## config.mk

```make
export PLATFORM = sky130hd
export DESIGN_NAME = seq_multiplier_flat
export DESIGN_NICKNAME = d
export VERILOG_FILES = /design/src/rtl/seq_mul_pkg.sv /design/src/rtl/seq_multiplier_if.sv /design/src/rtl/mul_sign_fix.sv /design/src/rtl/seq_multiplier.sv /design/src/flat_wrapper.sv
export SDC_FILE = /design/constraint.sdc
export NUM_CORES = 1
export LEC_CHECK = 0
export BUFFER_PORTS_ARGS = -buffer_cell sky130_fd_sc_hd__buf_2
export CORE_MARGIN = 2
export CORE_UTILIZATION = 40
export CTS_CLUSTER_SIZE = 24
export DETAILED_ROUTE_END_ITERATION = 10
export PLACE_DENSITY = 0.62
export SLEW_MARGIN = 30
export SYNTH_ARGS = -nofsm -noshare
export SYNTH_HDL_FRONTEND = slang
export SYNTH_HIERARCHICAL = 1
export SYNTH_SLANG_ARGS = --single-unit
```

## constraint.sdc

```tcl
create_clock -name clk -period 5.89 [get_ports clk]
set_input_delay 0.8835 -clock clk [delete_from_list [all_inputs] [get_ports clk]]
set_output_delay 0.8835 -clock clk [all_outputs]
set_load 0.01 [all_outputs]
```

## src/rtl/seq_mul_pkg.sv

```systemverilog
// Shared constants and state type for the sequential shift-add multiplier.
package seq_mul_pkg;

    localparam int unsigned SEQ_MUL_WIDTH = 16;
    localparam int unsigned SEQ_MUL_CNT_W = 5;

    typedef enum logic [1:0] {
        S_IDLE = 2'd0,
        S_CALC = 2'd1,
        S_DONE = 2'd2
    } state_t;

endpackage

```

## src/rtl/seq_multiplier_if.sv

```systemverilog
// Request/result bundle between the execute path and seq_multiplier.
interface seq_multiplier_if
    import seq_mul_pkg::*;
#(
    parameter int unsigned WIDTH = SEQ_MUL_WIDTH
);

    logic             start;
    logic [WIDTH-1:0] op_a;
    logic [WIDTH-1:0] op_b;
    logic             ready;
    logic             busy;
    logic             done;
    logic [WIDTH-1:0] prod_hi;
    logic [WIDTH-1:0] prod_lo;

    modport master (
        output start, op_a, op_b,
        input  ready, busy, done, prod_hi, prod_lo
    );

    modport slave (
        input  start, op_a, op_b,
        output ready, busy, done, prod_hi, prod_lo
    );

endinterface

```

## src/rtl/mul_sign_fix.sv

```systemverilog
// Combinational two's-complement helper: operand magnitudes, result sign and
// final negation for the signed multiply build.
module mul_sign_fix #(
    parameter int unsigned WIDTH = 16
) (
    input  logic [WIDTH-1:0]   op_a,
    input  logic [WIDTH-1:0]   op_b,
    input  logic               neg,
    input  logic [2*WIDTH-1:0] prod_raw,
    output logic [WIDTH-1:0]   mag_a,
    output logic [WIDTH-1:0]   mag_b,
    output logic               sign_diff,
    output logic [2*WIDTH-1:0] prod_out
);

    // The most negative value maps onto itself, which is its correct unsigned magnitude.
    assign mag_a     = op_a[WIDTH-1] ? (~op_a + 1'b1) : op_a;
    assign mag_b     = op_b[WIDTH-1] ? (~op_b + 1'b1) : op_b;
    assign sign_diff = op_a[WIDTH-1] ^ op_b[WIDTH-1];
    assign prod_out  = neg ? (~prod_raw + 1'b1) : prod_raw;

endmodule

```

## src/rtl/seq_multiplier.sv

```systemverilog
// Multi-cycle shift-add multiplier, WIDTH iterations per product.
// Define SEQ_MUL_SIGNED_EN for two's-complement operands (same latency).
module seq_multiplier
    import seq_mul_pkg::*;
#(
    parameter int unsigned WIDTH = SEQ_MUL_WIDTH,
    parameter int unsigned CNT_W = SEQ_MUL_CNT_W
) (
    input logic             clk,
    input logic             rst,
    seq_multiplier_if.slave bus
);

    state_t             state;
    state_t             state_nx;
    logic [CNT_W-1:0]   count;
    logic [WIDTH-1:0]   mcand;
    logic [WIDTH-1:0]   mplier;
    logic [WIDTH-1:0]   acc_hi;
    logic [WIDTH-1:0]   acc_lo;
    logic [WIDTH:0]     sum;
    logic [WIDTH-1:0]   acc_hi_nx;
    logic [WIDTH-1:0]   acc_lo_nx;
    logic [WIDTH-1:0]   load_a;
    logic [WIDTH-1:0]   load_b;
    logic [2*WIDTH-1:0] result;
    logic               accept;
    logic               last;

    assign accept = ((state == S_IDLE) || (state == S_DONE)) && bus.start;
    assign last   = (state == S_CALC) && (count == CNT_W'(WIDTH - 1));

    // Carry out of the add lands in the top bit after the right shift.
    assign sum       = {1'b0, acc_hi} + (mplier[0] ? {1'b0, mcand} : '0);
    assign acc_hi_nx = sum[WIDTH:1];
    assign acc_lo_nx = {sum[0], acc_lo[WIDTH-1:1]};

`ifdef SEQ_MUL_SIGNED_EN
    logic neg;
    logic sign_diff;

    mul_sign_fix #(.WIDTH(WIDTH)) u_sign_fix (
        .op_a      (bus.op_a),
        .op_b      (bus.op_b),
        .neg       (neg),
        .prod_raw  ({acc_hi_nx, acc_lo_nx}),
        .mag_a     (load_a),
        .mag_b     (load_b),
        .sign_diff (sign_diff),
        .prod_out  (result)
    );

    always_ff @(posedge clk) begin
        if (rst) begin
            neg <= 1'b0;
        end else if (accept) begin
            neg <= sign_diff;
        end
    end
`else
    assign load_a = bus.op_a;
    assign load_b = bus.op_b;
    assign result = {acc_hi_nx, acc_lo_nx};
`endif

    always_ff @(posedge clk) begin
        if (rst) begin
            state <= S_IDLE;
        end else begin
            state <= state_nx;
        end
    end

    always_comb begin
        state_nx = state;
        unique case (state)
            S_IDLE:  if (bus.start) state_nx = S_CALC;
            S_CALC:  if (last) state_nx = S_DONE;
            S_DONE:  state_nx = bus.start ? S_CALC : S_IDLE;
            default: state_nx = S_IDLE;
        endcase
    end

    always_ff @(posedge clk) begin
        if (rst) begin
            count       <= '0;
            mcand       <= '0;
            mplier      <= '0;
            acc_hi      <= '0;
            acc_lo      <= '0;
            bus.prod_hi <= '0;
            bus.prod_lo <= '0;
        end else if (accept) begin
            count  <= '0;
            mcand  <= load_a;
            mplier <= load_b;
            acc_hi <= '0;
            acc_lo <= '0;
        end else if (state == S_CALC) begin
            count  <= count + 1'b1;
            mplier <= mplier >> 1;
            acc_hi <= acc_hi_nx;
            acc_lo <= acc_lo_nx;
            if (last) begin
                {bus.prod_hi, bus.prod_lo} <= result;
            end
        end
    end

    assign bus.busy  = (state == S_CALC);
    assign bus.ready = (state == S_IDLE) || (state == S_DONE);
    assign bus.done  = (state == S_DONE);

endmodule

```

## src/flat_wrapper.sv

```systemverilog
// flat-port wrapper written by rule: the top's interface ports become plain ports
module seq_multiplier_flat import seq_mul_pkg::*;
#(
    parameter int unsigned WIDTH = SEQ_MUL_WIDTH,
    parameter int unsigned CNT_W = SEQ_MUL_CNT_W
)
  (clk, rst, bus_start, bus_op_a, bus_op_b, bus_ready, bus_busy, bus_done, bus_prod_hi, bus_prod_lo);
  seq_multiplier_if #(.WIDTH(WIDTH)) bus_i ();
  input logic clk;
  input logic rst;
  input wire logic [$bits(bus_i.start)-1:0] bus_start;
  input wire logic [$bits(bus_i.op_a)-1:0] bus_op_a;
  input wire logic [$bits(bus_i.op_b)-1:0] bus_op_b;
  output wire logic [$bits(bus_i.ready)-1:0] bus_ready;
  output wire logic [$bits(bus_i.busy)-1:0] bus_busy;
  output wire logic [$bits(bus_i.done)-1:0] bus_done;
  output wire logic [$bits(bus_i.prod_hi)-1:0] bus_prod_hi;
  output wire logic [$bits(bus_i.prod_lo)-1:0] bus_prod_lo;
  assign bus_i.start = bus_start;
  assign bus_i.op_a = bus_op_a;
  assign bus_i.op_b = bus_op_b;
  assign bus_ready = bus_i.ready;
  assign bus_busy = bus_i.busy;
  assign bus_done = bus_i.done;
  assign bus_prod_hi = bus_i.prod_hi;
  assign bus_prod_lo = bus_i.prod_lo;
  seq_multiplier #(.WIDTH(WIDTH), .CNT_W(CNT_W)) u_core (.clk(clk), .rst(rst), .bus(bus_i));
endmodule
```

## After elaboration in Yosys (flattened, before gate mapping)

Cells that the tools add are included.

| word-level totals | value |
|---|---|
| flip-flop bits (word level) | 103 |
| input port bits | 35 |
| output and inout bits | 35 |
| logic and storage cells | 31 |

| cells by class | value |
|---|---|
| add/subtract/negate cells | 2 |
| equality and inequality tests | 5 |
| mux-type cells | 7 |
| bitwise logic cells | 1 |
| reduce and logical (&&, ||, !) cells | 8 |

Operators by type and width:

| kind | number |
|---|---|
| $mux W16 | 3 |
| $add A16 B17 Y17 | 1 |
| $pmux W2 S3 | 1 |
| $add A5 B1 Y5 const B | 1 |
| $eq A5 B4 Y1 const B | 1 |
| $mux W2 | 2 |
| $reduce_and A3 Y1 | 1 |
| $eq A2 B1 Y1 const B | 1 |
| $eq A2 B2 Y1 const B | 1 |
| $logic_and A1 B1 Y1 | 2 |
| $logic_not A2 Y1 | 1 |
| $ne A2 B1 Y1 const B | 1 |
| $ne A2 B2 Y1 const B | 1 |
| $reduce_and A2 Y1 | 1 |
| $reduce_bool A2 Y1 | 1 |
| $reduce_or A2 Y1 | 1 |
| $logic_or A1 B1 Y1 | 1 |
| $mux W1 | 1 |
| $not A1 Y1 | 1 |

## Longest topological paths before layout

| depth | value |
|---|---|
| word-level depth | 5 |
| depth in mapped cells | 10 |
| depth with buffers taken out | 9 |

## Worst setup path after synthesis

Ideal clock, no wire load.

| timing | value |
|---|---|
| path type | register to register |
| start | register u_core.mplier[0] |
| end | register u_core.bus.prod_hi[13] |
| setup time | 62 ps |
| arrival | 2,505 ps |
| data required time | 5,828 ps |
| path slack | 3,323 ps |
| cell stages (with the launch flop) | 11 |
| buffers on the path | 1 |
| clock period less this slack | 2,567 ps |
| cells stage by stage | dfxtp_1 -> clkbuf_1 -> and2_1 -> ha_1 -> fa_1 -> a211oi_1 -> nor4_1 -> nor2_1 -> a21oi_1 -> or4_1 -> nand3_1 |

| between the ends | value |
|---|---|
| cells in the longest elaborated chain, start to end | 2 |

Ends and longest elaborated chain:

| item | line | RTL |
|---|---|---|
| start: declaration | seq_multiplier.sv:18 | `logic [WIDTH-1:0] mplier;` |
| start signal: assignment | seq_multiplier.sv:96 | `mplier <= load_b;` |
| start signal: assignment | seq_multiplier.sv:101 | `mplier <= mplier >> 1;` |
| $mux W16 | seq_multiplier.sv:34 | `assign sum = {1'b0, acc_hi} + (mplier[0] ? {1'b0, mcand} : '0);` |
| $add A16 B17 Y17 | seq_multiplier.sv:34 |  |
| end signal: assignment | seq_multiplier.sv:105 | `{bus.prod_hi, bus.prod_lo} <= result;` |
| end: declaration | seq_multiplier_if.sv:24 | `output ready, busy, done, prod_hi, prod_lo` |

No other way between the ends.
A chain may end at the register's enable or synchronous reset.

## Final worst setup path

| timing | value |
|---|---|
| start | register u_core.state[0] |
| end | output port bus_busy |

| between the ends | value |
|---|---|
| cells in the longest elaborated chain, start to end | 1 |

Ends and longest elaborated chain:

| item | line | RTL |
|---|---|---|
| start: declaration | seq_multiplier.sv:14 | `state_t state;` |
| start signal: assignment | seq_multiplier.sv:70 | `state <= state_nx;` |
| $eq A2 B1 Y1 | seq_multiplier.sv:110 | `assign bus.busy = (state == S_CALC);` |
| end: declaration | flat_wrapper.sv:15 | `output wire logic [$bits(bus_i.busy)-1:0] bus_busy;` |

No other way between the ends.

==> metrics.txt <==
count of buffers inserted at the top-level ports 69; cell depth of the worst flop-to-flop path 9; hold buffers post-CTS 0; logic depth of the worst setup path including buffers 5; die extent in y 112 um; top_reg_cell synth dfxtp_1; maximum frequency from static timing analysis 349 MHz; slew at the pin closest to its max-slew limit 0.753 ns; worst slack on hold paths 0.450 ns; instance area at placement 5090 um2; critical path data arrival time 1.98 ns; horizontal die dimension 112 um; cell type with the largest total area after synthesis dfxtp_1; total power divided by cell area 259 nW/um2; Post-Route Setup TNS 0 ns; Critical Path Most Common Cell buf_4; cell family contributing the most delay on the critical path buffers and inverters; Hold Path Class reg2reg; count of pins on the block boundary 70; non-filler instance count after layout 782; flip-flop and latch count after synthesis 102; Post-Layout Inst Area 5390 um2; top post-synthesis cells by area dfxtp_1, nand2_1, a21oi_1; number of warnings reported in the yosys synthesis log 6; layout cells sized above 1 0.156; worst setup path end bus_busy; wire length of the first global-routing pass 18,400 um; share of the cycle needed by the critical path after routing 0.487; power consumption 1.40 mW; Post-Place Cells 766; sequence of cells on the critical path nand2b_1 -> buf_4 -> clkinv_1 -> buf_4 -> buf_2; area grow syn2layout 14.6%; Static Leakage 2.09 nW; Crit path buffers/inverters 4; number of buffers created by CTS 9; Die Outline Area 12,600 um2; share of the yosys chip area belonging to registers 0.434; clock tree from TritonCTS yes; reg-to-reg critical path endpoint u_core/bus.prod_hi[13]$_SDFFE_PP0P_; H-tree depth 3; floorplan core area 11,500 um2; Finished Core Util 0.470; final-report max-slew violation count 0; Crit path largest cell delay 0.41 ns; RePlAce Congestion 0.887; estimated wirelength of the detail-placed design 7600 um; number of nets with antenna violations after routing 0; Post-route DRC 0; number of enable flip-flop cells after synthesis 0; peak supply drop 0.249 mV; share of the synthesized area in the top cell type 0.434; type of destination of the critical path output pin; gate count of the mapped netlist 590; count of TritonRoute iterations in the first routing pass 4; largest net degree at the start of global routing 73; aggregate routed wire length 10,900 um; setup repair after global routing missed its margin false; reg2reg start u_core/mplier[0]$_SDFFE_PP0P_; Initial Util 0.410; clock-pin slew of the registers on the worst-case setup and hold paths 0.07 ns; maximum fanout encountered on the critical timing path 50; share of async-settable or async-resettable flops after synthesis 0; Required @ worst endpoint 5.01 ns; Worst setup startpoint u_core/state[0]$_SDFFE_PP0P_; clock insertion delay at the later pin of the skew report 0.34 ns; Inserted Diodes 0; Row Count 39; initial antenna violation count 0; via count of the first global-routing pass 3,922; GR Util All Layers 0.177; Congestion Overflow GR 0; mean instance size in the synthesized netlist 7.98 um2; slew margin rel. 0.498; Hold Startpoint u_core/mcand[0]$_SDFFE_PP0P_; post-CTS setup buffer count 0; setup slack at placement 3.06 ns; most common library cells after synthesis nand2_1, dfxtp_1, a21oi_1; final-stage net count 688; maximum number of buffers from clock root to sink 2; outcome completed; most used standard cell by instance count after synthesis nand2_1; max-cap viol count 0; total number of clock tree sinks 102; Unique masters post-synth 54; via count of the routed design 4,127; wire per inst 14.0 um; DRC violation total after the first TritonRoute iteration 235; post-route worst setup slack 3.02 ns; final clock skew 0.00608 ns; Worst path slowest cell buf_4; Post-Syn Nets 644; vias per cell 5.28; CTS resizes 0; worst setup slack for register-to-register paths 3.09 ns; count of final hold-check violations 0; clock root buffer master clkbuf_16; critical path class reg2out; Worst Setup Start Kind flip-flop; minimum clock period 2.87 ns; Setup violations, final 0; synthesized cell area 4710 um2
where the power goes:
part	leakage (nW)	switching, mW	internal, mW
sequential	0.827	0.0108	0.706
combinational	1.13	0.0676	0.0322
clock	0.136	0.268	0.314
total	2.09	0.346	1.05
state kept, by name, summed over array words and instances (netlist names):
signal	count
u_core/acc_hi	16
u_core/acc_lo	15
u_core/bus.prod_hi	16
u_core/bus.prod_lo	16
u_core/count	5
u_core/mcand	16
u_core/mplier	16
u_core/state	2
cell families (layout without fill, tap and decap cells):
family | count (synthesis) | in the layout | share of synthesized area
AND/OR/NAND/NOR | 247 | 247 | 0.232
flip-flops | 102 | 102 | 0.434
adder cells (fa/ha/maj) | 19 | 19 | 0.0521
buffers and inverters | 51 | 100 | 0.0463
AO/OA/AOI/OAI | 156 | 156 | 0.207
multiplexers | 4 | 4 | 0.00851
XOR/XNOR | 11 | 11 | 0.0205
tightest hold or removal path, cell delays in order (launching register included):
cell and delay [ns]:
dfxtp_1 0.31, nand2_1 0.05, a21oi_1 0.05
worst min-delay path by stage:
stage | to | slack, ns | cells past startpoint
2_1_floorplan | u_core/mcand[0]$_SDFFE_PP0P_ | 0.43 | 2
3_3_place_gp | u_core/bus.prod_lo[6]$_SDFFE_PP0P_ | 0.44 | 2
3_5_place_dp | u_core/mcand[0]$_SDFFE_PP0P_ | 0.44 | 2
4_1_cts | u_core/mcand[0]$_SDFFE_PP0P_ | 0.45 | 2
5_1_grt | u_core/mcand[0]$_SDFFE_PP0P_ | 0.46 | 2
6_report | u_core/mcand[0]$_SDFFE_PP0P_ | 0.45 | 2
placed cells by master (no fill, tap or decap), types with 2 or more instances in the layout:
cell type   instances
mux2i_1             4
a31oi_1             4
xnor2_1             6
nand3_1            14
nand2_1           149
nor4b_1             2
a31o_1              2
o21bai_1            2
buf_2              69
nor4_1              2
a22oi_1            17
or4_1               5
nor3_1              9
a21oi_1            91
a211oi_1            9
and3_1              2
nor2_1             29
o21a_1              3
o211ai_1            2
nand3b_1            2
dfxtp_1           102
o21ai_0             7
and4_1              2
nand4_1             5
nand2b_1            4
ha_1               18
xor2_1              5
a21o_1              2
clkinvlp_4          3
o221ai_1            2
o31ai_1             2
clkbuf_8            2
and2_1             16
inv_1               8
buf_4               6
clkbuf_16           9
layout make-up:
class                           count  area [um2]
Inverter                            9        33.8
Clock inverter                      5        42.5
Multi-Input combinational cell    437        2450
Timing Repair Buffer               75         390
Sequential cell                   102        2040
Fill cell                        1149        6070
Clock buffer                       11         253
Tap cell                          143         179
routing by layer:
layer / GRT usage / part of all wire / up-vias
li1: - / - / 2123
met1: 0.237 / 0.48 / 1886
met2: 0.292 / 0.46 / 108
met3: 0.0362 / 0.047 / 10
met4: 0.0488 / 0.012 / 0
met5: 0 / 0 / -
(Power assumes the default switching activity.)
